`config.mk`:
```
export PLATFORM = sky130hd
export DESIGN_NAME = product_accumulator
export DESIGN_NICKNAME = d
export VERILOG_FILES = /design/src/rtl/product_accumulator.sv
export SDC_FILE = /design/constraint.sdc
export NUM_CORES = 1
export LEC_CHECK = 0
export CORE_MARGIN = 5
export CORE_UTILIZATION = 59
export CTS_CLUSTER_DIAMETER = 150
export CTS_CLUSTER_SIZE = 24
export DETAILED_ROUTE_END_ITERATION = 8
export PLACE_DENSITY_LB_ADDON = 0.1
export SLEW_MARGIN = 20
export SYNTH_ARGS = -nofsm -noshare
export SYNTH_HDL_FRONTEND = slang
export SYNTH_SLANG_ARGS = --single-unit
```
`constraint.sdc`:
```
create_clock -name clk -period 8.5 [get_ports clk]
set_input_delay 1.7 -clock clk [delete_from_list [all_inputs] [get_ports clk]]
set_output_delay 1.7 -clock clk [all_outputs]
set_load 0.01 [all_outputs]
```
`src/rtl/product_accumulator.sv`:
```
// Sums a stream of unsigned products into one saturated result per packet (dot product).
// Latency: result is visible on out_* one cycle after the handshake that carries in_last.
// Backpressure: in_ready drops while a result is held; it is released the cycle after out_ready takes the result.
//
// Ports:
//   clk, rst_n                     rising-edge clock, asynchronous active-low reset
//   in_valid/in_ready/in_product   product stream from the multiplier
//   in_last                        marks the final product of a packet (qualified by in_valid)
//   out_valid/out_ready            result handshake toward the consumer
//   out_sum/out_count/out_ovf      saturated sum, saturated product count, sticky saturation flag
module product_accumulator #(
    parameter int PROD_W = 16,
    parameter int ACC_W  = 24,
    parameter int CNT_W  = 8
) (
    input  logic              clk,
    input  logic              rst_n,
    input  logic              in_valid,
    output logic              in_ready,
    input  logic [PROD_W-1:0] in_product,
    input  logic              in_last,
    output logic              out_valid,
    input  logic              out_ready,
    output logic [ACC_W-1:0]  out_sum,
    output logic [CNT_W-1:0]  out_count,
    output logic              out_ovf
);

    typedef enum logic {ACCUM = 1'b0, HOLD = 1'b1} state_t;

    state_t             state, state_nxt;
    logic [ACC_W-1:0]   acc, acc_nxt;
    logic [CNT_W-1:0]   cnt, cnt_nxt;
    logic               ovf, ovf_nxt;
    logic               ready_q, ready_nxt;
    logic               load_out;

    logic               hs;
    logic [ACC_W:0]     sum_wide;
    logic               carry;
    logic [ACC_W-1:0]   acc_sat;
    logic [CNT_W-1:0]   cnt_sat;

    // in_ready is a register so that it reads 0 throughout reset and only
    // rises on the first edge after release.
    assign in_ready  = ready_q;
    assign out_valid = (state == HOLD);
    assign hs        = in_valid & ready_q;

    // One extra bit catches the carry; a carry pins the accumulator at all
    // ones, and any further add from all ones carries again, so it stays there.
    assign sum_wide = {1'b0, acc} + {{(ACC_W + 1 - PROD_W){1'b0}}, in_product};
    assign carry    = sum_wide[ACC_W];
    assign acc_sat  = carry ? {ACC_W{1'b1}} : sum_wide[ACC_W-1:0];
    assign cnt_sat  = (&cnt) ? cnt : cnt + {{(CNT_W - 1){1'b0}}, 1'b1};

    always_comb begin
        state_nxt = state;
        acc_nxt   = acc;
        cnt_nxt   = cnt;
        ovf_nxt   = ovf;
        load_out  = 1'b0;
        case (state)
            ACCUM: begin
                if (hs) begin
                    if (in_last) begin
                        // Post-add values go to the output registers; the
                        // running state starts clean for the next packet.
                        load_out  = 1'b1;
                        acc_nxt   = '0;
                        cnt_nxt   = '0;
                        ovf_nxt   = 1'b0;
                        state_nxt = HOLD;
                    end else begin
                        acc_nxt = acc_sat;
                        cnt_nxt = cnt_sat;
                        ovf_nxt = ovf | carry;
                    end
                end
            end
            HOLD: begin
                if (out_ready) begin
                    state_nxt = ACCUM;
                end
            end
            default: state_nxt = ACCUM;
        endcase
        // Ready only after a full cycle back in ACCUM: gives the one-cycle
        // bubble after a result is taken, and keeps ready low during the
        // cycle a packet closes.
        ready_nxt = (state == ACCUM) && (state_nxt == ACCUM);
    end

    always_ff @(posedge clk or negedge rst_n) begin
        if (!rst_n) begin
            state     <= ACCUM;
            acc       <= '0;
            cnt       <= '0;
            ovf       <= 1'b0;
            ready_q   <= 1'b0;
            out_sum   <= '0;
            out_count <= '0;
            out_ovf   <= 1'b0;
        end else begin
            state   <= state_nxt;
            acc     <= acc_nxt;
            cnt     <= cnt_nxt;
            ovf     <= ovf_nxt;
            ready_q <= ready_nxt;
            if (load_out) begin
                out_sum   <= acc_sat;
                out_count <= cnt_sat;
                out_ovf   <= ovf | carry;
            end
        end
    end

endmodule

```
# == Yosys cells after proc, flatten, opt, wreduce, memory -nomap -nowiden ==
# Cells that the tools add are included.
# word_totals
latchBits,0
memories,0
mem_bits_rw,0
inputBits,21
out_inout_bits,35
rom_bits,0
register_bits,68
word_cells,27
# classes
n_reduce_logical,3
n_lt_le_gt_ge,0
multipliers,0
n_bitwise,4
add_sub_neg,2
eq_ne,0
mux,10
shifts,0
div_mod_pow,0
# op_table
operator,count
$mux W24,2
$add A24 B16 Y25,1
$mux W8,2
$add A8 B1 Y8 const B,1
$reduce_and A8 Y1,1
$mux W1,5
$not A1 Y1,2
$pmux W1 S2,1
$reduce_and A2 Y1,1
$and A1 B1 Y1,1
$logic_and A1 B1 Y1,1
$or A1 B1 Y1,1

# == Longest topological paths before layout ==
# logic_depth
ltp_word,5
depth_mapped,10

# == Worst setup path before layout ==
# No wires, ideal clock.
# synth_path
path_type,in2reg
from,input port in_product[0]
to,register acc[17]
path_stages,10
slack_ns,4.411
t_arrival_ns,3.970
required_time_ns,8.381
cell_sequence,ha_1 fa_1 a21o_1 a221oi_2 a221oi_4 a41oi_4 nand3b_1 buf_4 a31oi_1 o21a_1
# synth_between
elab_chain_cells,3
# synth_rtl
element,line,text
start: declaration,20,"input logic [PROD_W-1:0] in_product,"
$add A24 B16 Y25,52,"assign sum_wide = {1'b0, acc} + {{(ACC_W + 1 - PROD_W){1'b0}}, in_product};"
$mux W24,54,assign acc_sat = carry ? {ACC_W{1'b1}} : sum_wide[ACC_W-1:0];
$mux W24,66,if (in_last) begin
end signal: assignment,106,acc <= acc_nxt;
end: declaration,32,"logic [ACC_W-1:0] acc, acc_nxt;"
# Every way passes these cells.
# A chain may end at the register's enable or synchronous reset.

# == Final worst setup path ==
# Ends and elaborated chain as after synthesis.

==> qor.txt <==
status -> finished, final reports clean
top cells by area, synth -> dfrtp_1 (45%), o21ai_0 (6.7%), nand2_1 (5.8%)
largest net degree at the start of global routing -> 69
cts hold-fix bufs -> 0
nets -> 504
final hold viol count -> 0
Mapped Cells -> 418
Tcrit/Tclk final -> 0.535
CP Max Fanout -> 11
clk buf depth -> 2
layout cells sized above 1 -> 0.0511
P_leak -> 0.00208 µW
Critical Path, Cell by Cell -> clkdlybuf4s50_1, ha_1, fa_1, a21o_1, a221oi_2, a221oi_4, a41oi_4, nand3b_1, a31oi_1, o21a_1
final clock skew -> 0.00815 ns
std cell rows -> 29
Yosys top cell by area -> dfrtp_1
PD cells -> 331 nW/µm²
final number of max-transition violations -> 0
number of synthesized flops with an enable pin -> 0
max-cap violations -> 0
Inserted Diodes -> 0
relative slew slack -> 0.394
PostCTS Resize Cnt -> 0
Top Ports -> 56
Placed Instance Area -> 4320 µm²
clock group share of total power -> 0.223
HPWL reported at the end of detailed placement -> 6370 µm
FILL cells -> 492
Comb power frac -> 0.443
synthesized area -> 3750 µm²
# setup viols final -> 0
CP startpoint kind -> primary input
via count -> 3,281
Hold WC Path Type -> flip-flop to flip-flop
synth cell count leaders -> dfrtp_1 (68), nand2_1 (58), nor2_1 (50), o21ai_0 (50), a21oi_1 (33)
CTS buffer count -> 9
Avg Cell Area, Syn -> 8.97 µm²
sw frac -> 0.378
core footprint -> 6280 µm²
Req. time, crit path -> 8.75 ns
Skew-Pair Late Insertion Delay -> 0.35 ns
crit path capture type -> flip-flop
Crit path arrival time -> 4.79 ns
ANT nets after route -> 0
DIE HEIGHT -> 89.7 µm
Worst path top cell family by delay -> compound AO/OA/AOI/OAI gates
post-DR wirelength/cell -> 16.6 µm
H-tree levels -> 3
Clock Tree Root -> clkbuf_8
TritonCTS clock tree -> yes
vias in the first global route -> 3,167
clk sinks -> 68
Clock transition at path regs -> 0.07 ns
die area -> 8050 µm²
fraction of registers with async set/reset -> 1.00
Die Width -> 89.7 µm
sequential share of power -> 0.334
predominant post-synthesis flop cell -> dfrtp_1
first-pass detailed-route iteration total -> 4
Post-Route Setup TNS -> 0 ns
initial drt markers -> 155
P_int -> 944 µW
top cell type's share of synthesized area -> 0.454
final wirelength -> 9090 µm
Slowest cell on crit path -> a221oi_2
Final Instance Area -> 4570 µm²
grt ovf -> 0
post-synthesis sequential area ratio -> 0.454
GR Util All Layers -> 0.235
I/O Buffers -> 55
fmax -> 220 MHz
slew at the pin closest to its max-slew limit -> 0.908 ns
Vias/cell -> 6.00
Distinct cells, synth -> 43
Post-CTS Setup Repair Bufs -> 0
drt drc -> 0
first-pass GRT wire length -> 15,400 µm
Initial Util -> 0.598
Layout area overhead -> 21.9%
Synth Register Bits -> 68
WP buf/inv -> 1
Crit Path Class -> primary input to flip-flop
Tmin final -> 4.55 ns
initial antenna violation count -> 0
VDD IR max -> 0.195 mV
Ys Warns -> 0
final weighted congestion in routability-driven placement -> 0.954
Switch Pwr -> 573 µW
syn nets -> 457
most common cell in the netlist -> dfrtp_1
RSZ-0062 raised after global routing -> no
crit-path max cell delay -> 0.46 ns
## sequential cells by signal, summed over array words and instances (netlist names)
name / cells
out_sum: 24
ovf: 1
acc: 24
out_count: 8
out_ovf: 1
out_valid: 1
cnt: 8
in_ready: 1
## worst register-to-register path, delay by kind of cell, from the launching register on
family / cells / cell delay (ns)
AOI/OAI and AO/OA: 6 / 1.64
adders and majority gates: 2 / 0.62
and+or+nand+nor: 1 / 0.43
DFF: 1 / 0.39
## power groups by stage
stage	clock network (µW)	registers, µW	logic, µW
2_1_floorplan	0	522	398
3_3_place_gp	0	505	651
3_5_place_dp	0	511	665
4_1_cts	340	506	671
5_1_grt	358	520	744
6_report	338	506	672
## metal layers
metal / part of all wire / wire length (µm) / track usage
met1: 0.45 / 4110 / 0.321
met2: 0.49 / 4430 / 0.364
met4: 0.016 / 146 / 0.0919
met3: 0.045 / 405 / 0.0526
met5: 0 / 0 / 0
## worst paths after layout
| check | start | endpoint | slack [ns] | cells past startpoint |
|---|---|---|---|---|
| max | in_product[0] | acc[17] | 3.95 | 10 |
| min | out_valid | in_ready | 0.47 | 1 |
| max reg2reg | acc[0] | acc[17] | 5.33 | 9 |
| min reg2reg | out_valid | in_ready | 0.47 | 1 |
| max in group asynchronous | rst_n | out_sum[12] | 6.41 | 2 |
| min in group asynchronous | rst_n | out_sum[23] | 1.53 | 2 |
## area by class of cell
cell class	instances	area, µm²	area share
Clock buffer	12	155	0.0339
Clock inverter	4	95.1	0.0208
Inverter	2	7.51	0.00164
Multi-Input combinational cell	326	1950	0.426
Sequential cell	68	1700	0.372
Tap cell	77	96.3	0.0211
Timing Repair Buffer	58	568	0.124
## placed cells by master, fill, tap and decap left out, drive strengths merged, types with 2 or more instances in the layout
master	netlist	final
dfrtp	68	68
nand2b	4	4
nand2	58	58
nand3	7	7
a41oi	3	3
or3	2	2
a31oi	7	7
nor2	50	50
o31ai	5	5
o21a	2	2
clkdlybuf4s50	0	54
and2	7	7
xnor2	11	11
a221oi	2	2
clkbuf	20	12
nand4	2	2
nor3	7	7
a21o	8	8
nor2b	2	2
a211oi	4	4
o21ai	50	50
buf	2	4
o211ai	3	3
nor4	2	2
ha	17	17
inv	2	2
bufinv	0	3
mux2i	5	5
a21oi	33	33
xor2	9	9
and3	16	16
## per-stage QoR
stage               worst slack (ns)  hold slack [ns]  std cells  utilization  power [µW]
floorplan                       4.41            0.453        418            -         920
global placement                3.70            0.452        531        0.689        1160
detailed placement              3.63            0.454        531        0.689        1180
CTS                             3.99            0.469        547        0.729        1520
global route                    3.82            0.512        547        0.729        1620
finish                          3.95            0.473        547        0.729        1520
## kinds of logic (layout without fill, tap and decap cells)
| kind of cell | count (synthesis) | count (layout) | synth area share |
|---|---|---|---|
| DFF | 68 | 68 | 0.454 |
| AOI/OAI and AO/OA | 123 | 123 | 0.203 |
| buffers and inverters | 24 | 76 | 0.0263 |
| and+or+nand+nor | 160 | 160 | 0.194 |
| xor gates and xnor gates | 20 | 20 | 0.0467 |
| adders and majority gates | 18 | 18 | 0.0620 |
| muxes | 5 | 5 | 0.0133 |
(Power assumes the default switching activity.)
